**config.mk**
```make
export PLATFORM = sky130hd
export DESIGN_NAME = wrtop_flat
export DESIGN_NICKNAME = d
export VERILOG_FILES = /design/src/rtl/wrtop_if.sv /design/src/rtl/wrtop.sv /design/src/flat_wrapper.sv
export SDC_FILE = /design/constraint.sdc
export NUM_CORES = 1
export LEC_CHECK = 0
export ABC_AREA = 1
export BUFFER_PORTS_ARGS = -buffer_cell sky130_fd_sc_hd__buf_2
export CAP_MARGIN = 20
export CORE_MARGIN = 8
export CORE_UTILIZATION = 55
export DETAILED_ROUTE_END_ITERATION = 7
export PLACE_DENSITY = 0.85
export SKIP_LAST_GASP = 1
export SLEW_MARGIN = 0
export SYNTH_ARGS = -nofsm -noshare
export SYNTH_HDL_FRONTEND = slang
export SYNTH_SLANG_ARGS = --single-unit
export TNS_END_PERCENT = 100
```
**constraint.sdc**
```tcl
create_clock -name clk -period 4.6 [get_ports clk]
set_clock_uncertainty 0.05 [all_clocks]
set_input_delay 0.92 -clock clk [delete_from_list [all_inputs] [get_ports clk]]
set_output_delay 0.92 -clock clk [all_outputs]
set_load 0.02 [all_outputs]
```
**src/rtl/wrtop_if.sv**
```systemverilog
// ---------------------------------------------------------------------------
// wrtop_if -- command and byte-memory write bundle for the wrtop initiator.
//
// Parameters:
//   ADDR_W  address width of addra / mem_a_waddr
//   NBYTES  bytes per burst; data word is 8*NBYTES bits
//
// Signals:
//   start, addra, dataa  burst request, base address and data word
//   wstrb                per-byte write mask (only when WR_STRB_EN is defined)
//   busy, done           burst status back to the requester
//   mem_a_waddr/wdata/wen byte write port towards the memory
//
// Modports:
//   master  requester side (drives the command, observes status and port)
//   slave   wrtop side (receives the command, drives status and port)
// ---------------------------------------------------------------------------
interface wrtop_if #(
    parameter int ADDR_W = 32,
    parameter int NBYTES = 4
);
    localparam int DATA_W = 8 * NBYTES;

    logic              start;
    logic [ADDR_W-1:0] addra;
    logic [DATA_W-1:0] dataa;
`ifdef WR_STRB_EN
    logic [NBYTES-1:0] wstrb;
`endif
    logic              busy;
    logic              done;
    logic [ADDR_W-1:0] mem_a_waddr;
    logic [7:0]        mem_a_wdata;
    logic              mem_a_wen;

    modport master (
        output start, addra, dataa,
`ifdef WR_STRB_EN
        output wstrb,
`endif
        input  busy, done, mem_a_waddr, mem_a_wdata, mem_a_wen
    );

    modport slave (
        input  start, addra, dataa,
`ifdef WR_STRB_EN
        input  wstrb,
`endif
        output busy, done, mem_a_waddr, mem_a_wdata, mem_a_wen
    );
endinterface

```
**src/rtl/wrtop.sv**
```systemverilog
// ---------------------------------------------------------------------------
// wrtop -- write-side burst initiator on byte memory port "a".
//
// On an accepted start (only in IDLE) the base address and the NBYTES-wide
// data word are latched, then NBYTES single-byte writes are issued one per
// cycle in little-endian order (byte 0 at base, address wraps mod 2^ADDR_W).
// A one-cycle done pulse follows the last byte, then the block returns to
// IDLE. start while busy is ignored; rst abandons a burst without done.
//
// Optional feature: define WR_STRB_EN to add a per-byte write mask (wstrb),
// latched with the data; masked bytes still take their cycle but keep
// mem_a_wen low.
//
// Ports:
//   clk  in   clock, all state updates on posedge
//   rst  in   synchronous reset, active high
//   bus  wrtop_if.slave: start/addra/dataa[/wstrb] in,
//        busy/done/mem_a_waddr/mem_a_wdata/mem_a_wen out
// ---------------------------------------------------------------------------
module wrtop #(
    parameter int ADDR_W = 32,
    parameter int NBYTES = 4
) (
    input  logic    clk,
    input  logic    rst,
    wrtop_if.slave  bus
);
    localparam int              DATA_W   = 8 * NBYTES;
    localparam int              CNT_W    = (NBYTES > 1) ? $clog2(NBYTES) : 1;
    localparam logic [CNT_W-1:0] LAST_CNT = CNT_W'(NBYTES - 1);

    typedef enum logic [1:0] {
        IDLE       = 2'd0,
        SEND_WRITE = 2'd1,
        DONE       = 2'd2
    } state_t;

    state_t            state_reg, state_next;
    logic [CNT_W-1:0]  cnt_reg, cnt_next;
    logic [ADDR_W-1:0] addr_buf_reg, addr_buf_next;
    logic [DATA_W-1:0] data_buf_reg, data_buf_next;
`ifdef WR_STRB_EN
    logic [NBYTES-1:0] strb_buf_reg, strb_buf_next;
`endif

    logic [7:0] data_bytes [NBYTES];
    logic       byte_en;

    // Byte lanes of the latched word, indexed by the byte counter.
    generate
        for (genvar gi = 0; gi < NBYTES; gi++) begin : g_lane
            assign data_bytes[gi] = data_buf_reg[8*gi +: 8];
        end
    endgenerate

`ifdef WR_STRB_EN
    assign byte_en = strb_buf_reg[cnt_reg];
`else
    assign byte_en = 1'b1;
`endif

    always_ff @(posedge clk) begin
        if (rst) begin
            state_reg    <= IDLE;
            cnt_reg      <= '0;
            addr_buf_reg <= '0;
            data_buf_reg <= '0;
`ifdef WR_STRB_EN
            strb_buf_reg <= '0;
`endif
        end else begin
            state_reg    <= state_next;
            cnt_reg      <= cnt_next;
            addr_buf_reg <= addr_buf_next;
            data_buf_reg <= data_buf_next;
`ifdef WR_STRB_EN
            strb_buf_reg <= strb_buf_next;
`endif
        end
    end

    always_comb begin
        state_next    = state_reg;
        cnt_next      = cnt_reg;
        addr_buf_next = addr_buf_reg;
        data_buf_next = data_buf_reg;
`ifdef WR_STRB_EN
        strb_buf_next = strb_buf_reg;
`endif
        case (state_reg)
            IDLE: begin
                if (bus.start) begin
                    state_next    = SEND_WRITE;
                    cnt_next      = '0;
                    addr_buf_next = bus.addra;
                    data_buf_next = bus.dataa;
`ifdef WR_STRB_EN
                    strb_buf_next = bus.wstrb;
`endif
                end
            end
            SEND_WRITE: begin
                // The counter parks on the last byte so that address and data
                // keep showing the final write through DONE and IDLE.
                if (cnt_reg == LAST_CNT) begin
                    state_next = DONE;
                end else begin
                    cnt_next = cnt_reg + CNT_W'(1);
                end
            end
            DONE: begin
                state_next = IDLE;
            end
            default: begin
                state_next = IDLE;
            end
        endcase
    end

    // All outputs come from registered state only; start never reaches them
    // combinationally.
    assign bus.busy        = (state_reg != IDLE);
    assign bus.done        = (state_reg == DONE);
    assign bus.mem_a_wen   = (state_reg == SEND_WRITE) && byte_en;
    assign bus.mem_a_waddr = addr_buf_reg + ADDR_W'(cnt_reg);
    assign bus.mem_a_wdata = data_bytes[cnt_reg];
endmodule

```
**src/flat_wrapper.sv**
```systemverilog
// flat-port wrapper written by rule: the top's interface ports become plain ports
module wrtop_flat 
#(
    parameter int ADDR_W = 32,
    parameter int NBYTES = 4
)
  (clk, rst, bus_start, bus_addra, bus_dataa, bus_busy, bus_done, bus_mem_a_waddr, bus_mem_a_wdata, bus_mem_a_wen);
  wrtop_if #(.ADDR_W(ADDR_W), .NBYTES(NBYTES)) bus_i ();
  input  logic clk;
  input  logic rst;
  input wire logic [$bits(bus_i.start)-1:0] bus_start;
  input wire logic [$bits(bus_i.addra)-1:0] bus_addra;
  input wire logic [$bits(bus_i.dataa)-1:0] bus_dataa;
  output wire logic [$bits(bus_i.busy)-1:0] bus_busy;
  output wire logic [$bits(bus_i.done)-1:0] bus_done;
  output wire logic [$bits(bus_i.mem_a_waddr)-1:0] bus_mem_a_waddr;
  output wire logic [$bits(bus_i.mem_a_wdata)-1:0] bus_mem_a_wdata;
  output wire logic [$bits(bus_i.mem_a_wen)-1:0] bus_mem_a_wen;
  assign bus_i.start = bus_start;
  assign bus_i.addra = bus_addra;
  assign bus_i.dataa = bus_dataa;
  assign bus_busy = bus_i.busy;
  assign bus_done = bus_i.done;
  assign bus_mem_a_waddr = bus_i.mem_a_waddr;
  assign bus_mem_a_wdata = bus_i.mem_a_wdata;
  assign bus_mem_a_wen = bus_i.mem_a_wen;
  wrtop #(.ADDR_W(ADDR_W), .NBYTES(NBYTES)) u_core (.clk(clk), .rst(rst), .bus(bus_i));
endmodule
```
* Word-level counts from Yosys, hierarchy flattened
Index checks and enable logic that the tools add are counted.
** Word-level totals
- Register bits :: 68
- Input port bits :: 67
- Output and inout port bits :: 43
- Word-level logic and storage cells :: 29
** Cells by class
- Add/sub/neg operators :: 2
- Order comparisons :: 1
- Equality and inequality tests :: 6
- Muxes and demuxes :: 9
- Bitwise operators :: 1
- Reductions and logical operators :: 6
** Operators by type and width (count)
- $add 32x2->32 :: 1
- $bmux 8 s2 :: 1
- $mux 8 :: 2
- $mux 2 :: 4
- $pmux 2 s2 :: 2
- $eq 2x2->1 const B :: 2
- $ne 2x2->1 const B :: 2
- $reduce_and 2->1 :: 2
- $reduce_bool 2->1 :: 2
- $ge 3x3->1 const B :: 1
- $not 2->3 :: 1
- $reduce_and 3->1 :: 1
- $add 2x1->2 const B :: 1
- $eq 2x1->1 const B :: 1
- $logic_not 2->1 :: 1
- $ne 2x1->1 const B :: 1

* Logic depth before layout (Yosys ltp)
- Depth after elaboration :: 4
- Mapped depth :: 9
- Gate-level depth less buffers :: 9

* Least setup slack after synthesis
No wires, ideal clock.
- Path type :: reg2out
- From :: register u_core.cnt_reg[1]
- To :: output port bus_mem_a_waddr[10]
- Arrival :: 1.974 ns
- Slack :: 1.656 ns
- Cell stages (with the launch flop) :: 8
- Buffers on the path :: 1
- Path through :: dfxtp_1 clkbuf_1 inv_1 fa_1 nor2_4 nand2_2 nor2_2 xor2_1
** Between the ends
- Longest elaborated chain between the ends :: 1
** RTL lines
- from (decl) :: line wrtop.sv:39 : logic [CNT_W-1:0] cnt_reg, cnt_next;
- from (signal assigned) :: line wrtop.sv:73 : cnt_reg <= cnt_next;
- $add 32x2->32 :: line wrtop.sv:125 : assign bus.mem_a_waddr = addr_buf_reg + ADDR_W'(cnt_reg);
- to (decl) :: line flat_wrapper.sv:16 : output wire logic [$bits(bus_i.mem_a_waddr)-1:0] bus_mem_a_waddr;
Every way passes these cells.

* Worst setup path after layout
- From :: register u_core.cnt_reg[0]
- To :: output port bus_mem_a_waddr[12]
The elaborated chain is that of the path after synthesis.

==> results.toml <==
[power]
p_clk_share_pct = 33.0
leakage_nw = 1.97
power_density_mw_per_mm2 = 338
intPower_mw = 1.00
switchingPower_mw = 0.444
power_frac_comb_pct = 19.2
vdd_drop_max_v = 0.000253
seq_power_share_pct = 47.7
p_sw_share_pct = 30.7

[drt]
route.detailed.drc = 0
drt_iter0_drc = 205
wl_um = 10200
viasPerCell = 5.22
vias = 3790
wl_per_cell_um = 14.1
dr.pass1.iters = 5
ant_nets = 0

[setup_path]
crit_type = "reg -> out"
reg2reg_to = "u_core.cnt_reg[1]"
required_ps = 3630
r2r_cells = 7
reg2reg_from = "u_core.state_reg[0]"
crit_family = "adder cells"
timing.critical_path.slowest_stage_cell = "dfxtp_1"
cp-end-kind = "output pin"
crit_path_cell_trace = "ha_1, inv_1, fa_1, nor2_4, nand2_2, nor2_2, xor2_1, buf_2"
cp_max_fo = 21
r2r_slack_ps = 2420
crit_cells = 8
cpPeakStageDelay_ps = 710
cp.arrival_ps = 2700
worst-path-buf-inv = 2
critPathCapture = "bus_mem_a_waddr[12]"
cp-start-kind = "flop"
crit_path_start = "u_core.cnt_reg[0]"

[synthesis]
synth_edf_count = 0
ys_warn_count = 0
synth_top_family_by_area = "simple AND/OR/NAND/NOR gates"
synth_compound_area_share_pct = 14.3
ys_seq_elements = 68
synthMuxAreaShare_pct = 0
synth.avg_cell_area_sq_um = 6.45
synth_cell_types = 23
synthSimpleGateAreaFrac_pct = 35.9
synth_xor_area_share_pct = 3.71
async_flop_share_pct = 0
synth_area_sq_mm = 0.00354
synth_adder_area_share_pct = 1.62
syn_nets = 620
ys.flop_type = "dfxtp_1"
synthCells = 549
seq_area_frac_synth_pct = 38.4

[global_route]
antenna_found_initial = 0
grtUsageTotal_pct = 22.6
grt_pass1_wl_um = 16300
grt_pass1_vias = 3584
grt_max_degree = 72
grt.overflow.total = 0

[clocking]
clk_latency_ps = 340
path_clk_slew_ps = 70
numCtsBuffers = 9
clockBufferDepth = 2
cts_root_buf = "clkbuf_8"
clock_sinks = 68
ctsHoldBuffers = 0
cts_tree = "done"
htreeDepth = 3
cts_resized = 0
post-cts-setup-buffer-count = 0

[timing]
tns_ps = 0
max_freq_mhz = 273
tightest_slew_ps = 954
slew_headroom_pct = 36.3
fin_crit_sh_pct = 79.8
hold_violations = 0
fin_crit_ps = 3670
setup_viol = 0
maxSlewViolCount = 0
rsz0062_at_grt = "no"

[hold_path]
holdCritStartpoint = "u_core.addr_buf_reg[31]"
min_path_type = "reg -> reg"

[floorplanning]
num_rows = 29
die_area_sq_mm = 0.00927
coreArea_sq_mm = 0.00628
start_util_pct = 56.4
fp.dieW_um = 96.3
io_pins = 110
die_h_um = 96.3

[cells_and_area]
syn2layout_area_growth_pct = 20.6
layout_commonest_cell = "nor2_1"
final_cell_area_sq_mm = 0.00427
n_antenna_cell = 0
drive_gt1_share_pct = 21.4
nets = 717
final_cell_mix = "181 x nor2_1, 109 x buf_2, 100 x nand2_1"
num-fill-cells = 602

[flow_run]
cap_violations = 0

[place]
hpwl_um = 7760
place.gp.congestion = 0.938
place_area_sq_mm = 0.00408
port_buffers = 109

[status]
status = "finished clean"
==> worst register-to-register path, cell delays in order, from the launching register on <==
cell	delay [ps]
dfxtp_1	370
inv_1	90
nand3_2	80
buf_4	470
inv_2	530
nor2_1	310
nand2_1	80
a21oi_1	150
==> worst min path at each step <==
stage | to | slack (ps) | cells after the start
final | u_core.addr_buf_reg[31] | 420 | 2
after global routing | u_core.data_buf_reg[12] | 460 | 2
after CTS | u_core.addr_buf_reg[31] | 430 | 2
after detailed placement | u_core.data_buf_reg[12] | 420 | 2
after global placement | u_core.data_buf_reg[11] | 410 | 2
after floorplan | u_core.addr_buf_reg[31] | 390 | 2
==> cells in the mapped netlist, types with 4 or more instances <==
library cell | n | area [sq um]
nand3b_1 | 12 | 90.1
a21oi_1 | 7 | 35.0
xnor2_1 | 7 | 61.3
nor2_2 | 5 | 31.3
o22ai_1 | 8 | 50.1
clkbuf_1 | 13 | 48.8
nand3_1 | 6 | 30.0
nand2_1 | 100 | 375
buf_2 | 9 | 45.0
nor2_1 | 181 | 679
dfxtp_1 | 68 | 1360
o21ai_0 | 84 | 420
inv_1 | 25 | 93.8
xor2_1 | 8 | 70.1
nand2_2 | 4 | 25.0
==> cell families after synthesis <==
group / count (synthesis)
compound gates: 99
flops: 68
fa+ha+maj: 4
simple gates: 312
xor+xnor: 15
buf+inv: 51
==> layer usage <==
metal  global-route usage, %  vias to the layer above  part of all wire [%]
met5                       0                        -                     0
met1                    25.6                     1692                    40
met4                    10.9                        0                   2.1
met2                    39.4                      147                    49
met3                    4.68                       17                   9.0
li1                        -                     1934                     -
==> metrics by stage <==
| stage | setup slack [ps] | utilization [%] | total power [mW] | hold WS (ps) | instances |
|---|---|---|---|---|---|
| 4_1_cts | 941 | 68.1 | 1.45 | 427 | 726 |
| 3_5_place_dp | 1320 | 65.1 | 0.979 | 416 | 712 |
| 6_report | 930 | 68.1 | 1.44 | 425 | 726 |
| 2_1_floorplan | 1660 | - | 0.874 | 394 | 549 |
| 3_3_place_gp | 1390 | 65.1 | 0.970 | 410 | 712 |
| 5_1_grt | 727 | 68.1 | 1.52 | 458 | 726 |
==> area by class of cell <==
class,instances,area (sq um),area share [%]
Timing Repair Buffer,111,561,13.1
Inverter,26,97.6,2.28
Clock buffer,10,138,3.22
Multi-Input combinational cell,430,1970,46.1
Sequential cell,68,1360,31.9
Clock inverter,4,51.3,1.20
Tap cell,77,96.3,2.25
==> power groups by stage <==
stage	clock (mW)	combinational [mW]	sequential [mW]
floorplan	0	0.195	0.679
global placement	0	0.270	0.700
detailed placement	0	0.277	0.702
CTS	0.486	0.278	0.689
global route	0.513	0.310	0.696
finish	0.477	0.278	0.690
Power figures use the tool's default switching activity.
